**config.mk**
```make
export PLATFORM = sky130hd
export DESIGN_NAME = receive
export DESIGN_NICKNAME = d
export VERILOG_FILES = /design/src/rtl/receive.sv
export SDC_FILE = /design/constraint.sdc
export NUM_CORES = 1
export LEC_CHECK = 0
export CORE_ASPECT_RATIO = 1.1
export CORE_MARGIN = 3
export CORE_UTILIZATION = 25
export CTS_CLUSTER_DIAMETER = 100
export DETAILED_ROUTE_END_ITERATION = 8
export PLACE_DENSITY = 0.44
export SLEW_MARGIN = 20
export SYNTH_ARGS = -nofsm -noshare
export SYNTH_HDL_FRONTEND = slang
export SYNTH_SLANG_ARGS = --single-unit
```
**constraint.sdc**
```tcl
create_clock -name r_clk -period 3.55 [get_ports r_clk]
set_input_delay 0.71 -clock r_clk [delete_from_list [all_inputs] [get_ports r_clk]]
set_output_delay 0.71 -clock r_clk [all_outputs]
set_load 0.02 [all_outputs]
```
**src/rtl/receive.sv**
```systemverilog
// Instruction receiver: requests a burst from a transmitter, stores the acknowledged words
// in a local buffer, and reports completion, overflow and timeout.
module receive #(
    parameter int IWIDTH  = 32,
    parameter int DEPTH   = 16,
    parameter int AWIDTH  = 4,
    parameter int TIMEOUT = 64
) (
    input  logic              r_clk,
    input  logic              r_rst,
    input  logic              r_i_start,
    output logic              r_o_syn,
    input  logic [IWIDTH-1:0] r_i_instr,
    input  logic              r_i_last,
    input  logic              r_i_ack,
    input  logic [AWIDTH-1:0] r_i_raddr,
    output logic [IWIDTH-1:0] r_o_rdata,
    output logic [AWIDTH:0]   r_o_count,
    output logic              r_o_busy,
    output logic              r_o_done,
    output logic              r_o_ovf,
    output logic              r_o_err
);

    localparam int MEM_WORDS = 2 ** AWIDTH;
    localparam int IDW       = $clog2(TIMEOUT + 1);

    localparam logic [AWIDTH:0] DEPTH_W   = (AWIDTH + 1)'(DEPTH);
    localparam logic [IDW-1:0]  IDLE_LAST = IDW'(TIMEOUT - 1);

    typedef enum logic [1:0] {
        ST_IDLE = 2'd0,
        ST_SYNC = 2'd1,
        ST_DONE = 2'd2
    } state_t;

    state_t             state_q, state_d;
    logic [AWIDTH:0]    count_q, count_d;
    logic [IDW-1:0]     idle_q,  idle_d;
    logic               ovf_q,   ovf_d;
    logic               err_q,   err_d;
    logic               syn_q,   syn_d;
    logic               done_q,  done_d;
    logic               wr_en_s;
    logic [AWIDTH-1:0]  wr_addr_s;

    // Addressed by the full AWIDTH range; only entries below DEPTH are ever written.
    logic [IWIDTH-1:0]  mem_q [MEM_WORDS];

    assign wr_addr_s = count_q[AWIDTH-1:0];

    // Next-state and output decode for the load sequencer.
    always_comb begin
        state_d = state_q;
        count_d = count_q;
        idle_d  = idle_q;
        ovf_d   = ovf_q;
        err_d   = err_q;
        syn_d   = 1'b0;
        done_d  = 1'b0;
        wr_en_s = 1'b0;
        case (state_q)
            ST_IDLE: begin
                if (r_i_start) begin
                    state_d = ST_SYNC;
                    count_d = '0;
                    idle_d  = '0;
                    ovf_d   = 1'b0;
                    err_d   = 1'b0;
                    syn_d   = 1'b1;
                end else begin
                    state_d = ST_IDLE;
                end
            end
            ST_SYNC: begin
                syn_d = 1'b1;
                if (r_i_ack) begin
                    idle_d = '0;
                    if (count_q < DEPTH_W) begin
                        wr_en_s = 1'b1;
                        count_d = count_q + (AWIDTH + 1)'(1);
                    end else begin
                        ovf_d = 1'b1;
                    end
                    if (r_i_last) begin
                        state_d = ST_DONE;
                        syn_d   = 1'b0;
                        done_d  = 1'b1;
                    end else begin
                        state_d = ST_SYNC;
                    end
                end else if (idle_q >= IDLE_LAST) begin
                    // Transmitter went quiet: abandon the load but keep what was stored.
                    state_d = ST_IDLE;
                    idle_d  = '0;
                    err_d   = 1'b1;
                    syn_d   = 1'b0;
                end else begin
                    idle_d = idle_q + IDW'(1);
                end
            end
            ST_DONE: begin
                state_d = ST_IDLE;
            end
            default: begin
                state_d = ST_IDLE;
            end
        endcase
    end

    // Sequencer state and registered status outputs.
    always_ff @(posedge r_clk or negedge r_rst) begin
        if (!r_rst) begin
            state_q <= ST_IDLE;
            count_q <= '0;
            idle_q  <= '0;
            ovf_q   <= 1'b0;
            err_q   <= 1'b0;
            syn_q   <= 1'b0;
            done_q  <= 1'b0;
        end else begin
            state_q <= state_d;
            count_q <= count_d;
            idle_q  <= idle_d;
            ovf_q   <= ovf_d;
            err_q   <= err_d;
            syn_q   <= syn_d;
            done_q  <= done_d;
        end
    end

    // Buffer write port; contents deliberately survive reset.
    always_ff @(posedge r_clk) begin
        if (wr_en_s) begin
            mem_q[wr_addr_s] <= r_i_instr;
        end
    end

    assign r_o_rdata = mem_q[r_i_raddr];
    assign r_o_syn   = syn_q;
    assign r_o_busy  = syn_q;
    assign r_o_done  = done_q;
    assign r_o_count = count_q;
    assign r_o_ovf   = ovf_q;
    assign r_o_err   = err_q;

endmodule

```
# [Yosys cells after proc, flatten, opt, wreduce, memory -nomap -nowiden]
# Memories as Yosys holds them, arrays and structs flattened.
# Cells that the tools add are included.
[totals] wordCells=59 latch_bits=0 out_inout_bits=42 regBits=18 mem_bits_rw=512 mem_bits_ro=0 inputBits=41 memories=1
[mem_list] memory="mem_q" depth=16 width=32 read_ports=1 rd_ports_with_merged_regs=0 write_ports=1 line="48" rtl="logic [IWIDTH-1:0] mem_q [MEM_WORDS];"
[op_classes] order_cmp=2 n_addsub=2 n_shift=0 n_mul=0 reduce_logical=6 n_mux=33 n_bitwise=0 n_div=0 eq_ne=8
[op_table] op="$mux W7" n=3
[op_table] op="$mux W1" n=18
[op_table] op="$mux W5" n=3
[op_table] op="$pmux W7 S2" n=1
[op_table] op="$ne A2 B2 Y1 const B" n=6
[op_table] op="$reduce_and A4 Y1" n=3
[op_table] op="$pmux W5 S2" n=1
[op_table] op="$add A7 B1 Y7 const B" n=1
[op_table] op="$ge A7 B6 Y1 const B" n=1
[op_table] op="$mux W2" n=3
[op_table] op="$pmux W1 S2" n=3
[op_table] op="$add A5 B1 Y5 const B" n=1
[op_table] op="$lt A5 B5 Y1 const B" n=1
[op_table] op="$pmux W2 S2" n=1
[op_table] op="$ne A3 B3 Y1 const B" n=1
[op_table] op="$eq A2 B1 Y1 const B" n=1
[op_table] op="$logic_not A2 Y1" n=1
[op_table] op="$reduce_and A2 Y1" n=1
[op_table] op="$reduce_bool A2 Y1" n=1

# [Longest topological paths before layout]
# Gate-level depths: netlist of run 1.
[depth] depth_word=6 ltp_mapped=5 mapped_depth_nobuf=5

# [Least setup slack after synthesis of run 1]
# OpenSTA, ideal clock, no wires.
[synth_path] path_type="input port to flip-flop" from="input port r_i_ack" to="memory mem_q[3][0] (enable)" t_arrival_ns=3.433 required_ns=3.089 stages=4 n_path_buf=0 path_slack_ns=-0.344 setup_time_ns=0.461 path_cell_list="nand3b_1 nor2_1 nand2_1 nor3_1"
[synth_between] elab_chain_len=4
[synth_rtl] element="from (decl)" line="15" rtl="input logic r_i_ack,"
[synth_rtl] element="$mux W1" line="77" rtl="if (r_i_ack) begin"
[synth_rtl] element="$mux W1" line="62" rtl="case (state_q)"
[synth_rtl] element="$mux W1" line="134" rtl="if (wr_en_s) begin"
[synth_rtl] element="$mux W1 (implied by the code)" line="135" rtl="mem_q[wr_addr_s] <= r_i_instr;"
[synth_rtl] element="to (decl)" line="48"
# Every way passes these cells.

# [Worst setup path in the final report of run 1]
[layout_path] from="input port r_i_raddr[0]" to="output port r_o_rdata[3]"
[layout_between] elab_chain_len=1
[layout_rtl] element="from (decl)" line="16" rtl="input logic [AWIDTH-1:0] r_i_raddr,"
[layout_rtl] element="$mem_v2 Z16 W32"
[layout_rtl] element="to (decl)" line="17" rtl="output logic [IWIDTH-1:0] r_o_rdata,"
# Every way passes these cells.

==> results of run 1 <==
-- critical path, delay by kind of cell --
kind            cells  cell delay [ns]
compound gates      1             0.19
buf+inv             4             1.16
mux                 1             0.49
simple gates        1             0.13
-- cell type report --
class / instances / area (µm²) / share of cell area [%]
Clock inverter: 33 / 249 / 1.01
Timing Repair Buffer: 143 / 1710 / 6.93
Sequential cell: 530 / 15800 / 64.2
Antenna cell: 1 / 2.50 / 0.0101
Multi-Input combinational cell: 318 / 4160 / 16.9
Inverter: 3 / 11.3 / 0.0457
Tap cell: 1045 / 1310 / 5.30
Clock buffer: 66 / 1400 / 5.66
-- final timing paths --
kind                                end  slack [ns]  cells past startpoint
setup reg to reg           mem_q[2][21]        1.09                      5
hold reg to reg               idle_q[6]        0.52                      1
setup / recovery           r_o_rdata[3]        0.14                      7
min in group asynchronous     idle_q[1]        0.59                      1
hold / removal                idle_q[6]        0.52                      1
max in group asynchronous  r_o_count[2]        2.44                      1
-- power groups by stage --
stage,sequential [W],combinational [W],clock [W]
floorplan,0.00736,0.000656,0
global placement,0.00739,0.00136,0
detailed placement,0.00740,0.00137,0
CTS,0.00727,0.00137,0.00553
global route,0.00729,0.00144,0.00577
finish,0.00726,0.00132,0.00534
-- cells by family after synthesis --
group           after synthesis
compound gates               92
xor+xnor                      1
fa+ha+maj                     5
buf+inv                      51
flops                       530
mux                         128
simple gates                 92
-- per-layer routing --
layer / vias to the layer above / GRT usage, % / part of all wire (%)
li1: 4113 / - / -
met1: 5021 / 15.6 / 45
met2: 153 / 20.3 / 50
met3: 71 / 1.93 / 3.1
met4: 0 / 2.99 / 1.9
met5: - / 0 / 0
-- cells in the mapped netlist (all sizes together) (3+ instances only) --
cell type  count  area (µm²)
edfxtp       512       15400
mux4         128        2880
a22oi         64         480
nand2         43         161
buf           27         149
nor2          24        90.1
clkbuf        21        78.8
dfrtp         18         450
o21ai         10        50.0
a21oi          9        45.0
ha             5        62.6
nor3           5        25.0
nand2b         4        25.0
inv            3        11.3
nand3          3        15.0
nor2b          3        18.8
-- sequential cells by signal (all words and copies together) (netlist names) --
| name | cells |
|---|---|
| r_o_count | 5 |
| r_o_ovf | 1 |
| state_q | 2 |
| mem_q | 512 |
| idle_q | 7 |
| r_o_done | 1 |
| r_o_err | 1 |
| r_o_busy | 1 |
-- stage by stage --
stage                     util (%)  hold WS, ns  worst slack [ns]  area, µm²
after floorplan                  -        0.414             0.511      20100
after global placement        29.0        0.507            0.0104      23000
after detailed placement      29.0        0.510            0.0408      23000
after CTS                     31.1        0.524            0.0313      24600
after global routing          31.1        0.547           0.00341      24700
final                         31.1        0.521             0.136      24700
==> summary by stage, run 1 <==
Clock network
The clock-pin slew of the registers on the worst-case setup and hold paths is 0.06 ns. The longest clock path from root to sink contains 3 buffers. The post-CTS setup buffer count is 0. The number of hold buffers added after CTS was 0.

The post-cts sizing count is 0. The sink count of the clock tree is 530. The root cell of the clock tree is sky130_fd_sc_hd__clkbuf_16. The later pin in the worst-skew pair is clocked with a latency of 0.60 ns. The number of buffers created by CTS is 53.

The H-tree was split into 2 levels. TritonCTS built the clock tree.

Layout
The most common cell after layout, fill and taps aside is sky130_fd_sc_hd__edfxtp_1. The signed area change from the synthesized netlist to the final layout is 22.9%. The number of standard cells in the final layout excluding fillers is 2139. The net count reported at finish is 1095. The top cell types in the final layout, fill and taps aside, are 512 x sky130_fd_sc_hd__edfxtp_1, 128 x sky130_fd_sc_hd__mux4_2, 77 x sky130_fd_sc_hd__clkdlybuf4s50_1, 64 x sky130_fd_sc_hd__a22oi_1, 54 x sky130_fd_sc_hd__clkbuf_16. The layout has 7667 filler cells. Of the cells placed in the final design, the portion with a size suffix greater than 1 is 25.9%.

Logic synthesis
The synthesized netlist devotes 0.0436% of its cell area to XOR and XNOR gates. The synthesized-area fraction occupied by ao, oa, aoi and oai cells is 3.22%. For this run, the leading register cell type out of synthesis is sky130_fd_sc_hd__edfxtp_1. The number of synthesis warnings is 0.

The multiplexer share of the synthesized area is 14.4%. Counting flops with an async set or reset pin after synthesis yields a share of 3.40%. The post-synthesis cell count is 899. By area, the combinational part of the netlist is dominated by multiplexers.

The post-synthesis cell type count is 34. The number of synthesized register bits is 530. Sequential cells were found to cover 78.9% of the synthesized design area. In this run, synthesis inferred 512 flip-flops with an integrated enable. The average cell area after synthesis is 22.3 µm². The area share of and/or/nand/nor cells after synthesis is 2.01%. The number of nets produced by synthesis is 945.

The fraction of the mapped netlist area in adder cells is 0.312%. The synthesized netlist occupies a cell area of 20100 µm².

Critical path
The most frequent cell on the critical path is sky130_fd_sc_hd__buf_12. The critical path required time is 2.84 ns. The signal on the critical path passes through clkbuf_8 > buf_12 > buf_12 > mux4_2 > a22oi_1 > nand2_1 > clkdlybuf4s50_1. The longest individual stage delay on the worst path is 0.56 ns. The critical path is of the input pin to output port type. The origin of the critical flop-to-flop path is state_q[0]. Of all nets on the critical path, the largest fanout is 19. STA classifies the critical path endpoint as an output port. The data arrival time at the worst-slack endpoint is 2.70 ns. The slowest stage of the critical path is the sky130_fd_sc_hd__clkdlybuf4s50_1 cell. The worst setup path startpoint is r_i_raddr[0].

STA classifies the critical path startpoint as an input pin.

Global routing
The via count of the first global-routing pass is 10500. The total congestion overflow is 0. The number of antenna violations at the first check in global routing came to 1. The pin count of the biggest net entering global routing is 33. In the global route stage, overall resource usage came out at 11.8%. The wire length of the first global-routing pass is 72800 µm.

STA
For the pin with the worst max-slew slack, the measured transition is 0.833 ns. The final count of hold timing violations is 0. The routed design could run at a clock period as short as 3.41 ns. Between clock sinks in the finished design, the worst skew comes to 0.0143 ns. Based on the critical path, the design can be clocked at up to 293 MHz. In the finished design, the share of the clock period the worst path needs comes to 96.2%. Setup repair after global routing left no endpoint under its margin. Setup total negative slack on the finished layout was measured at 0 ns. Setup violations remaining at the end of the flow were counted as 0. The relative max-transition margin is 44.3%. The max-slew violation count is 0.

Place
The count of input and output buffers is 82. The cell count after placement is 2039. The HPWL after detailed placement is 27300 µm.

Routability-driven placement finished with a final weighted congestion of 0.666.

Die
After floorplanning, the core was sized to cover 79200 µm². In this run the count of I/O pins placed on the die edge is 83. The die covers 83700 µm².

The x dimension of the die is 276 µm. The initial core utilization is 25.3%. The floorplan has 108 rows. Measured along the y axis, the die boundary spans 303 µm.

Power and ir drop
The internal cell power is 0.0107 W. The leakage power summed over all cells is 7.72 nW. The clock network is responsible for 38.3% of the overall power. For this design the ratio of total power to cell area is 564 nW/µm². The design draws 0.0139 W.

The combinational share of power is 9.5%. In this run, flip-flops and latches consume 52.2% of the power. The switching power of the nets is 0.00323 W. The maximum ir drop on the vdd rail is 0.286 mV.

The share of total power consumed by net switching is 23.2%.

Route
The first routing iteration left 571 violations. The via density per instance is 4.37. The number of nets with antenna violations after routing is 0. The first detailed-routing pass took 5 iterations.

The detail-routed net length per standard cell is 22.9 µm. The detailed-route wire length is 49000 µm. The routed layout has 9358 vias.

The residual DRC count is 0.

Run status
The flow ran to the end, and the final reports show no timing, DRC or antenna violations.

Flow run
Max-cap violations in this run came to 0.

Min path
The startpoint identified for the worst hold timing path is idle_q[6]. The class of the worst hold path is flip-flop to flip-flop.
Note: power is estimated with default switching activity, not from simulation.
==> run 2, diff against run 1 <==
--- a/config.mk
+++ b/config.mk
@@ -5,12 +5,14 @@
 export SDC_FILE = /design/constraint.sdc
 export NUM_CORES = 1
 export LEC_CHECK = 0
+export CELL_PAD_IN_SITES_DETAIL_PLACEMENT = 0
+export CELL_PAD_IN_SITES_GLOBAL_PLACEMENT = 1
 export CORE_ASPECT_RATIO = 1.1
 export CORE_MARGIN = 3
 export CORE_UTILIZATION = 25
 export CTS_CLUSTER_DIAMETER = 100
 export DETAILED_ROUTE_END_ITERATION = 8
-export PLACE_DENSITY = 0.44
+export PLACE_DENSITY = 0.47
 export SLEW_MARGIN = 20
 export SYNTH_ARGS = -nofsm -noshare
 export SYNTH_HDL_FRONTEND = slang
==> run 2 against run 1 <==
Against the previous run: clock skew about the same; die area is the same; maximum frequency down 1.2%; first-iteration DRC count increased by 17%; critical path type unchanged; largest cell class unchanged.
==> summary by stage, run 2 (same netlist as run 1, synthesis figures left out) <==
Power and ir drop
VDD sags by at most 0.433 mV. The switching power of the nets is 0.00331 W. Dividing total power by cell area gives a power density of 576 nW/µm². The combinational share of power is 9.4%. The relative contribution of sequential cells to total power is 51.1%. The relative contribution of the clock network to total power is 39.5%. For this design the static power due to leakage is 7.68 nW. Summing internal, switching and leakage power gives 0.0142 W.

Cell internal power was estimated by the tool at 0.0109 W. In this run switching power makes up 23.3% of total power.

Route
The via count is 9495. The first routing iteration left 668 violations. The via density per instance is 4.45. The number of nets with antenna violations after routing is 0. The detail-routed net length per standard cell is 23.4 µm.

For this run, design rule violations remaining after detail routing come to 0. The first-pass iteration count of the detailed router is 5. Wires add up to 49800 µm.

Critical path
The start-to-end type of the worst setup path is input pin to output port. The signal on the critical path passes through clkbuf_8 > buf_12 > mux4_2 > a22oi_1 > nand2_1 > clkdlybuf4s50_1. For this design, the slowest cell found on the critical path is sky130_fd_sc_hd__clkdlybuf4s50_1. The element type at the critical path end is an output port. The critical path launch point type is an input pin. At the worst endpoint, the arrival time is 2.75 ns.

The maximum fanout along the worst path is 27. The critical path required time is 2.84 ns. The longest individual stage delay on the worst path is 0.57 ns.

STA
For the pin with the worst max-slew slack, the measured transition is 0.848 ns. The clock period could shrink to 3.46 ns. The max-slew violation count was 0.

The setup total negative slack is 0 ns. The final count of hold timing violations was 0. For the final database, setup skew stands at 0.0139 ns.

Setup violations remaining at the end of the flow were counted as 0. The worst pin sits at a relative slew slack of 43.3%. The final critical-path share of the clock period is 97.3%. Timing would allow up to 289 MHz. Setup repair after global routing left no endpoint under its margin.

Clock network
Post-CTS timing repair inserted 0 buffers for setup. The deepest clock path buffer count is 3. Clock tree synthesis selected as its root buffer the cell sky130_fd_sc_hd__clkbuf_16. The clock reaches the later pin of the worst-skew pair after 0.61 ns.

The clock-pin slew of the registers on the worst-case setup and hold paths is 0.06 ns. The post-cts sizing count is 0. TritonCTS built the clock tree. The cts-stage hold buffer count is 0.

The H-tree depth is 2. The tree built by TritonCTS fans out to 530 sinks. The number of buffers created by CTS is 56.

Layout
The layout has 7707 filler cells. More flip-flops sit in one register than any other, and that register is mem_q. Leaving out fill and tap cells, the most frequent cell in the layout is sky130_fd_sc_hd__edfxtp_1. The signed area change from the synthesized netlist to the final layout is 23.0%. The share of final-layout standard cells stronger than drive strength 1 is 25.3%. The flip-flop count of the largest register, all copies and words added is 512. In the layout the commonest cells are 512 x sky130_fd_sc_hd__edfxtp_1, 128 x sky130_fd_sc_hd__mux4_2, 80 x sky130_fd_sc_hd__clkdlybuf4s50_1, 64 x sky130_fd_sc_hd__a22oi_1, 56 x sky130_fd_sc_hd__clkbuf_16. The net count reported at finish is 1086.

Die
The die area is 83700 µm². The standard cell core area is 79200 µm². For this design the top-level I/O count stands at 83. The die is 276 µm wide. The die span in y is 303 µm. The initial core utilization is 25.3%.

The row count is 108.

Global routing
The number of antenna violations at the first check in global routing came to 4. Entering global routing, the biggest net connects 46 pins. The total congestion overflow is 0.

The combined global-route utilization of all metal layers is 11.9%. The via count of the first global-routing pass was 10200. The wire length of the first global-routing pass is 72700 µm.

Place
Port buffering added 82 buffers. The congestion estimate from routability-driven global placement came to 0.658. After legalization and detailed placement, the total HPWL measured 26300 µm.

Flow run
The max-cap check violation count is 0.

Min path
The class of the worst hold path is flip-flop to flip-flop.

Run status
The flow ran to the end, and the final reports show no timing, DRC or antenna violations.
## run 2: changes by cell type in the layout (fill, tap and decap cells not counted), moves of 2 or more
cell                              before  now
sky130_fd_sc_hd__clkbuf_16            54   56
sky130_fd_sc_hd__clkdlybuf4s50_1      77   80
sky130_fd_sc_hd__buf_4                27   17
sky130_fd_sc_hd__clkbuf_1             12   15
sky130_fd_sc_hd__buf_6                 2    0
sky130_fd_sc_hd__dlymetal6s2s_1        3    0
sky130_fd_sc_hd__clkinv_1             16   13
## run 2: power groups by stage
stage | Clock, W | Sequential [W] | Combinational, W
finish | 0.00561 | 0.00726 | 0.00134
global route | 0.00608 | 0.00728 | 0.00146
CTS | 0.00582 | 0.00726 | 0.00139
detailed placement | 0 | 0.00739 | 0.00138
global placement | 0 | 0.00738 | 0.00137
floorplan | 0 | 0.00736 | 0.000656
## run 2: worst max-delay path, delay by kind of cell
kind,cells,cell delay (ns)
compound gates,1,0.32
mux,1,0.53
buf+inv,3,0.99
simple gates,1,0.15
## run 2: metal layers
metal	GRT usage [%]	share of wire, %	vias to the layer above	routed length [µm]
met5	0	0.066	-	33
met4	2.92	1.9	4	937
met3	2.29	3.9	65	1940
met2	19.9	49	170	24300
met1	16.2	45	5162	22600
li1	-	-	4094	-
## run 2: final cells by class
| type | instances | area, µm² | area share [%] |
|---|---|---|---|
| multi-input combinational | 318 | 4160 | 16.9 |
| inverter | 3 | 11.3 | 0.0456 |
| sequential | 530 | 15800 | 64.1 |
| clock inverter | 32 | 303 | 1.23 |
| antenna | 2 | 5.00 | 0.0203 |
| timing repair buffer | 131 | 1600 | 6.50 |
| tap | 1045 | 1310 | 5.30 |
| clock buffer | 71 | 1460 | 5.91 |
## run 2: final timing paths
kind,startpoint,to,slack [ns],depth (start not counted)
setup / recovery,r_i_raddr[0],r_o_rdata[12],0.09,6
hold / removal,r_o_err,r_o_err,0.52,2
setup reg to reg,state_q[0],mem_q[3][29],1.03,5
hold reg to reg,r_o_err,r_o_err,0.52,2
max in group asynchronous,r_rst,idle_q[1],2.44,1
min in group asynchronous,r_rst,idle_q[6],0.59,1
## run 2: through the flow
| step | utilization [%] | instances | area, µm² | setup WS [ns] | hold WS [ns] |
|---|---|---|---|---|---|
| 2_1_floorplan | - | 899 | 20100 | 0.511 | 0.414 |
| 3_3_place_gp | 28.9 | 2027 | 22900 | 0.0187 | 0.506 |
| 3_5_place_dp | 28.9 | 2027 | 22900 | 0.0289 | 0.499 |
| 4_1_cts | 31.2 | 2130 | 24700 | 0.0289 | 0.523 |
| 5_1_grt | 31.2 | 2130 | 24700 | 0.0147 | 0.553 |
| 6_report | 31.2 | 2132 | 24700 | 0.0943 | 0.517 |
==> run 3, diff against run 2 <==
==> config.mk (replaced) <==
export PLATFORM = sky130hd
export DESIGN_NAME = receive
export DESIGN_NICKNAME = d
export VERILOG_FILES = /design/src/rtl/receive.sv
export SDC_FILE = /design/constraint.sdc
export NUM_CORES = 1
export LEC_CHECK = 0
export CORE_ASPECT_RATIO = 1.1
export CORE_MARGIN = 3
export CORE_UTILIZATION = 52
export CTS_BUF_LIST = sky130_fd_sc_hd__clkbuf_4
export CTS_CLUSTER_DIAMETER = 100
export DETAILED_ROUTE_END_ITERATION = 8
export PLACE_DENSITY = 0.76
export SLEW_MARGIN = 20
export SYNTH_ARGS = -nofsm -noshare
export SYNTH_HDL_FRONTEND = slang
export SYNTH_SLANG_ARGS = --single-unit
==> run 3 against run 2 <==
Against the previous run: register-to-register slack about the same; non-clock buffer count down 11; critical path depth unchanged; sequential power about the same; critical path type unchanged; critical endpoint is now r_o_rdata[23]; highest routed layer is now met4.
==> summary by stage, run 3 (same netlist as run 1, synthesis figures left out) <==
Critical path
STA puts the critical path data required time at 2.84 ns. The critical path in this run is classified as input pin to output port. The slowest cell on the critical path is sky130_fd_sc_hd__clkdlybuf4s50_1. The longest individual stage delay on the worst path is 0.61 ns. The critical path launch point type is an input pin. The maximum fanout along the worst path is 10. STA puts the critical path data arrival time at 2.70 ns. Traced cell by cell, the critical path runs through clkdlybuf4s50_1 > and2_2 > buf_4 > a22oi_1 > nand2_1 > clkdlybuf4s50_1. The most frequent cell on the critical path is sky130_fd_sc_hd__clkdlybuf4s50_1. The element type at the critical path end is an output port. The length in cells of the worst reg-to-reg path is 5.

Clock network
The post-CTS setup buffer count is 0. The H-tree depth is 3. The sink count of the clock tree is 530. The root cell of the clock tree is sky130_fd_sc_hd__clkbuf_4. The clock latency reported for the late side of the worst-skew pair is 0.79 ns. The deepest clock path buffer count is 3. Clock-pin slew was measured on the worst setup and hold paths at 0.06 ns. The cts-stage hold buffer count is 0.

TritonCTS built the clock tree. The number of buffers created by CTS is 121. Post-CTS repair changed the size of 0 cells.

Global routing
The number of antenna violations at the first check in global routing was 1. In the global route stage, overall resource usage came out at 20.6%. The via count of the first global-routing pass is 10700. The total overflow left after global routing is 0.

Entering global routing, the biggest net connects 35 pins. The wire length of the first global-routing pass is 63500 µm.

Min path
The min-delay analysis places its worst path in the category input pin to asynchronous set/reset pin.

Flow run
The tool flagged a number of max-cap violations equal to 0.

Layout
The library cells used most frequently in the layout, excluding fill and tap cells, are 512 x sky130_fd_sc_hd__edfxtp_1, 171 x sky130_fd_sc_hd__clkbuf_4, 128 x sky130_fd_sc_hd__mux4_2, 80 x sky130_fd_sc_hd__clkdlybuf4s50_1, 64 x sky130_fd_sc_hd__a22oi_1. The most common cell after layout, fill and taps aside is sky130_fd_sc_hd__edfxtp_1. In the final layout, the share of cells above drive strength 1 is 31.1%.

At the end of the flow, the number of nets in the layout was 1140. The largest register by flop count is mem_q. The register with the most flip-flops in the layout has 512 of them. From synthesis to final layout, the design area changed by 18.1%.

STA
Subtracting the final worst setup slack from the clock period gives 3.41 ns. The max-slew violation count is 0. The setup clock skew after layout is 0.0302 ns.

Static timing analysis puts the maximum clock frequency at 293 MHz. The worst pin sits at a relative slew slack of 46.0%. Setup repair after global routing left no endpoint under its margin. Setup slack on the critical path of the routed design comes to 0.136 ns.

The setup total negative slack is 0 ns. The final critical-path share of the clock period is 96.2%. The final count of hold timing violations was 0.

The transition time of the tightest slew-check pin is 0.807 ns. The final-report setup violation count is 0.

Place
The count of input and output buffers is 82. Routability-driven placement finished with a final weighted congestion of 0.749. At the placement stage, the worst setup path has a slack of 0.132 ns. The wire-length estimate of the detail-placed layout is 21700 µm.

Route
The number of nets with antenna violations after routing is 0. The detailed router's first-iteration violation count is 880. The via density per instance is 5.89. The first detailed-routing pass took 5 iterations. The detail-routed net length per standard cell is 24.4 µm. The via count is 9895. The detailed-route wire length is 41000 µm. After detailed routing, the number of remaining DRC violations is 0.

Power and ir drop
The leakage power summed over all cells is 7.68 nW. The maximum ir drop on the vdd rail is 0.368 mV. The total power density per cell area is 558 nW/µm².

Die
The die span in y is 212 µm. The initial utilization of the core area, before any placement, comes to 53.4%. The floorplan step set the die width to 193 µm.

Pin placement for this block handled 83 I/O pins. The row count is 74. The floorplan step defined a core boundary enclosing 37600 µm². The die area is 41000 µm².

Run status
The run finished with clean final reports.
## run 3: layout make-up
cell class              count  area (µm²)
flip-flops and latches    530       15800
fillers                  2572       13900
multi-input cells         318        4160
repair buffers            120        1520
clock buffers             171        1280
well taps                 494         618
clock inverters            44         273
inverters                   3        11.3
diodes                      1        2.50
## run 3: worst max-delay path: cells and delay by family
| kind | cells | cell delay, ns |
|---|---|---|
| AND/OR/NAND/NOR | 2 | 0.39 |
| AO/OA/AOI/OAI | 1 | 0.14 |
| buffers and inverters | 3 | 1.45 |
## run 3: final timing paths
| check | to | startpoint | slack [ns] |
|---|---|---|---|
| max | r_o_rdata[23] | r_i_raddr[2] | 0.14 |
| min | r_o_count[0] | r_rst | 0.39 |
| max reg2reg | mem_q[5][21] | state_q[0] | 1.02 |
| min reg2reg | r_o_err | r_o_err | 0.54 |
| max in group asynchronous | r_o_busy | r_rst | 2.64 |
| min in group r_clk | r_o_err | r_o_err | 0.54 |
## run 3: routing by layer
layer / GRT usage, % / up-vias / routed length (µm)
li1: - / 4283 / -
met1: 28.2 / 5134 / 16300
met2: 33.4 / 437 / 20800
met3: 5.02 / 41 / 3350
met4: 6.86 / 0 / 612
met5: 0 / - / 0
## run 3: through the flow
stage                     hold WS [ns]  power [W]  utilization, %  instances  area, µm²
after global placement           0.503    0.00861            58.9       1465      22100
after floorplan                  0.414    0.00802               -        899      20100
final                            0.385     0.0132            63.0       1681      23700
after CTS                        0.336     0.0134            63.0       1680      23700
after detailed placement         0.504    0.00865            58.9       1465      22100
after global routing             0.388     0.0138            63.0       1681      23700
## run 3: power by group
part / internal (W) / switching [W]
sequential: 0.00713 / 0.000122
clock: 0.00250 / 0.00223
combinational: 0.000520 / 0.000727
